[src/rtl/frog_game_sequencer.sv]
// rtl/frog_game_sequencer.sv - frogger game-flow FSM: play, freezes, level/score tracking
module frog_game_sequencer #(
  parameter int DEATH_CYCLES = 25_000_000,
  parameter int LEVEL_CYCLES = 12_500_000,
  parameter int MAX_LEVEL    = 7,
  parameter int TIMER_W      = 25
) (
  input  logic       clk,
  input  logic       rst_n,
  input  logic       start_btn,
  input  logic       collision_detected,
  input  logic       frog_at_top,
  input  logic [1:0] lives,
  output logic       reset_frog,
  output logic       car_enable,
  output logic [2:0] level,
  output logic [7:0] score,
  output logic [2:0] state,
  output logic       game_over,
  output logic       game_won
);

  typedef enum logic [2:0] {
    S_IDLE      = 3'd0,
    S_PLAY      = 3'd1,
    S_DYING     = 3'd2,
    S_LEVEL_UP  = 3'd3,
    S_GAME_OVER = 3'd4,
    S_WIN       = 3'd5
  } state_t;

  state_t             state_q, state_d;
  logic [TIMER_W-1:0] timer_q, timer_d;
  logic [2:0]         level_d;
  logic [7:0]         score_d;
  logic               reset_frog_d;
  logic               start_prev, coll_prev;
  logic               start_rise, coll_rise;
  logic [8:0]         score_sum;

  assign start_rise = start_btn & ~start_prev;
  assign coll_rise  = collision_detected & ~coll_prev;
  assign score_sum  = {1'b0, score} + {6'b0, level} + 9'd1;
  assign state      = state_q;

  always_comb begin
    state_d      = state_q;
    timer_d      = timer_q;
    level_d      = level;
    score_d      = score;
    reset_frog_d = 1'b0;
    case (state_q)
      S_IDLE, S_GAME_OVER, S_WIN: begin
        if (start_rise) begin
          state_d      = S_PLAY;
          level_d      = 3'd0;
          score_d      = 8'd0;
          reset_frog_d = 1'b1;
        end
      end
      S_PLAY: begin
        // Collision wins over reaching the top in the same cycle.
        if (coll_rise) begin
          state_d = S_DYING;
          timer_d = TIMER_W'(DEATH_CYCLES - 1);
        end else if (frog_at_top) begin
          state_d = S_LEVEL_UP;
          timer_d = TIMER_W'(LEVEL_CYCLES - 1);
          score_d = score_sum[8] ? 8'hFF : score_sum[7:0];
        end
      end
      S_DYING: begin
        if (timer_q == '0) begin
          if (lives == 2'd0) begin
            state_d = S_GAME_OVER;
          end else begin
            state_d      = S_PLAY;
            reset_frog_d = 1'b1;
          end
        end else begin
          timer_d = timer_q - 1'b1;
        end
      end
      S_LEVEL_UP: begin
        if (timer_q == '0) begin
          if (level == 3'(MAX_LEVEL)) begin
            state_d = S_WIN;
          end else begin
            state_d      = S_PLAY;
            level_d      = level + 3'd1;
            reset_frog_d = 1'b1;
          end
        end else begin
          timer_d = timer_q - 1'b1;
        end
      end
      default: state_d = S_IDLE;
    endcase
  end

  always_ff @(posedge clk or negedge rst_n) begin
    if (!rst_n) begin
      state_q    <= S_IDLE;
      timer_q    <= '0;
      level      <= 3'd0;
      score      <= 8'd0;
      reset_frog <= 1'b0;
      car_enable <= 1'b0;
      game_over  <= 1'b0;
      game_won   <= 1'b0;
      // Held high so a button already down at reset release is not an edge.
      start_prev <= 1'b1;
      coll_prev  <= 1'b1;
    end else begin
      state_q    <= state_d;
      timer_q    <= timer_d;
      level      <= level_d;
      score      <= score_d;
      reset_frog <= reset_frog_d;
      car_enable <= (state_d == S_PLAY);
      game_over  <= (state_d == S_GAME_OVER);
      game_won   <= (state_d == S_WIN);
      start_prev <= start_btn;
      coll_prev  <= collision_detected;
    end
  end

endmodule

[config.mk]
export PLATFORM = sky130hd
export DESIGN_NAME = frog_game_sequencer
export DESIGN_NICKNAME = d
export VERILOG_FILES = /design/src/rtl/frog_game_sequencer.sv
export SDC_FILE = /design/constraint.sdc
export NUM_CORES = 1
export LEC_CHECK = 0
export CORE_ASPECT_RATIO = 1.25
export CORE_MARGIN = 1
export CORE_UTILIZATION = 52
export DETAILED_ROUTE_END_ITERATION = 6
export HOLD_SLACK_MARGIN = 0.1
export PLACE_DENSITY_LB_ADDON = 0.08
export SYNTH_ARGS = -nofsm -noshare
export SYNTH_HDL_FRONTEND = slang
export SYNTH_SLANG_ARGS = --single-unit
[constraint.sdc]
create_clock -name clk -period 2.32 [get_ports clk]
set_input_delay 0.464 -clock clk [delete_from_list [all_inputs] [get_ports clk]]
set_output_delay 0.464 -clock clk [all_outputs]
set_load 0.01 [all_outputs]
==> reports/metrics.csv <==
metric;value;unit
cts_tree;yes;
root_buffer;clkbuf_8;
numPortBuffers;24;
wl_met2;3350;um
synth_cells;277;
numCtsBuffers;5;
power.internal;0.00105;W
min_period;2210;ps
whs;202;ps
critPathKind;flip-flop to flip-flop;
synth_cell_type_count;69;
p_sw;0.000288;W
clk_path_buf_depth;2;
num_antenna_cells;0;
fillCellCount;417;
dp_hpwl;4800;um
wl_met3;192;um
core;0.00483;mm2
start_util;0.555;
slowest_delay;570;ps
finClkSkew;4.38;ps
irDropWorstVdd;0.312;mV
io_pins;25;
crit_required;2500;ps
cp-start-kind;flip-flop;
drive_above_1_share;0.198;
crit_buf_inv;0;
num_rows;28;
yosysSeqAreaShare;0.421;
syn_nets;291;
combPwrFrac;0.038;
cpMaxStageDelayCell;or4_4;
path_clk_slew;80;ps
relSlewSlack;0.549;
synth-async-reset-ratio;1.00;
hold_violations;0;
synth_edf_count;0;
grt_pass1_vias;2205;
post_drt_wl_per_cell;17.3;um
routed.top_layer;met4;
outcome;completed;
dieArea;0.00545;mm2
power_density;411;mW/mm2
grt_antenna_before_repair;0;
rsz0062_at_grt;no;
yosys_warnings;0;
ys.flop_type;dfrtp_1;
gp_congestion;0.904;
drt_iter0_markers;95;
via_count;2360;
hp-class;input port to asynchronous set/reset pin;
clock.fmax;0.453;GHz
wirelength;6640;um
cp_num_cells;5;
period_share;0.951;
grt_pass1_wl;10600;um
firstDrtPassIters;4;
pwr-share-seq;0.594;
drc;0;
cap_violations;0;
viasPerCell;6.15;
critPathTopFamily;simple AND/OR/NAND/NOR gates;
worstSkewPairLatency;290;ps
path_cells;or4_4, or2_1, nor3_1, mux2i_1, a221o_1;
p_sw_frac;0.216;
cp.arrival;2390;ps
netlist_area;0.00268;mm2
p_leak;1.26;nW
slew_violations;0;
final.setup.tns;0;ps
tightest_slew;677;ps
die_y;82.3;um
die_w;66.2;um
clkPwrFrac;0.368;
worst-r2r-cell-count;5;
numClockSinks;45;
grt_max_degree;31;
ant_nets;0;
grtUsageTotal;0.260;
h-tree-depth;2;
finalSetupViolations;0;
nNetsFinal;338;
areaGrowthSynthToFinish;20.8;%
ys_ff_latch;45;
syn_avg_cell_area;9.68;um2
cp-end-kind;flip-flop;
met1_length;2970;um
gr-total-overflow;0;
worstPathMaxFanout;10;
hold_buffers;0;
power groups by stage:
stage                     clock network (W)  registers [W]  logic (W)
after floorplan                           0       0.000808  0.0000142
after global placement                    0       0.000807  0.0000507
after detailed placement                  0       0.000808  0.0000517
after CTS                          0.000500       0.000792  0.0000519
after global routing               0.000543       0.000793  0.0000584
final                              0.000491       0.000792  0.0000508
final cells by class:
type / count / area [um2] / share of cell area
timing repair buffer: 52 / 450 / 0.139
inverter: 10 / 37.5 / 0.0116
tap: 60 / 75.1 / 0.0232
sequential: 45 / 1130 / 0.348
clock buffer: 7 / 86.3 / 0.0266
multi-input combinational: 210 / 1460 / 0.452
synth_stat cells, types with 3 or more instances:
library cell  number  share of area
clkbuf_1           6         0.0084
nor3_1            14          0.026
nor2b_1            6          0.014
a21oi_1           16          0.030
nand2b_1           4         0.0093
o21ai_0            9          0.017
nor4_1             6          0.014
a211oi_1           6          0.017
a31oi_1            7          0.016
or4_1              5          0.014
inv_1              9          0.013
or3_1              4         0.0093
buf_6              3          0.013
nor2_1            22          0.031
nand3b_1           3         0.0084
nand3_1           11          0.021
o22ai_1            3         0.0070
a22o_1             4          0.013
and4_1             3         0.0098
dfrtp_1           43           0.40
nand2_1           19          0.027
ha_1               6          0.028
xnor2_1            6          0.020
layout by cell type, fill, tap and decap left out, types with 4 or more instances in the layout:
cell | Yosys | final
a211oi_1 | 6 | 5
a21oi_1 | 16 | 16
a22o_1 | 4 | 4
a31oi_1 | 7 | 6
buf_4 | 0 | 25
clkbuf_8 | 0 | 6
clkdlybuf4s50_1 | 0 | 23
dfrtp_1 | 43 | 43
ha_1 | 6 | 6
inv_1 | 9 | 9
nand2_1 | 19 | 19
nand2b_1 | 4 | 4
nand3_1 | 11 | 11
nor2_1 | 22 | 22
nor2b_1 | 6 | 6
nor3_1 | 14 | 14
nor4_1 | 6 | 6
o21ai_0 | 9 | 9
or3_1 | 4 | 4
or4_1 | 5 | 5
xnor2_1 | 6 | 6
final timing paths:
kind                            startpoint  slack (ps)          end
min in group clk                timer_q[3]         550   timer_q[3]
worst max register to register  timer_q[2]         110  timer_q[16]
max in group asynchronous            rst_n        1490   timer_q[7]
worst min register to register  timer_q[3]         550   timer_q[3]
worst min-delay path                 rst_n         200   reset_frog
worst max-delay path            timer_q[2]         110  timer_q[16]
what timing repair did:
item                                    in CTS  in global routing
endpoints found under the hold margin        0                  0
resized for setup                            0                  7
buffers inserted                             0                  9
endpoints found under the setup margin       0                 12
sequential cells by signal, indices dropped and copies added (netlist names):
name and count:
car_enable 1, coll_prev 1, reset_frog 1, start_prev 1, score 8, timer_q 25
game_won 1, level 3, state 3, game_over 1
through the flow:
step	instance area [um2]	worst slack [ps]	total power, W	util	cells
final	3240	114	0.00133	0.671	384
after global routing	3240	0.524	0.00139	0.671	384
after CTS	3140	40.2	0.00134	0.650	375
after detailed placement	3060	48.1	0.000859	0.632	368
after global placement	3060	131	0.000858	0.632	368
after floorplan	2680	30.5	0.000822	-	277
logic make-up (layout without fill, tap and decap cells):
family / after synthesis / in the layout / share of synthesized area
xor gates and xnor gates: 7 / 7 / 0.0229
AOI/OAI and AO/OA: 73 / 73 / 0.205
muxes: 3 / 3 / 0.0117
and+or+nand+nor: 120 / 120 / 0.261
DFF: 45 / 45 / 0.421
buffers and inverters: 22 / 69 / 0.0438
adders and majority gates: 7 / 7 / 0.0354
per-layer routing:
layer	up-vias	track usage
met1	1158	0.327
met2	53	0.460
met5	-	0
li1	1137	-
met4	0	0.0745
met3	12	0.0412
(Power assumes the default switching activity.)
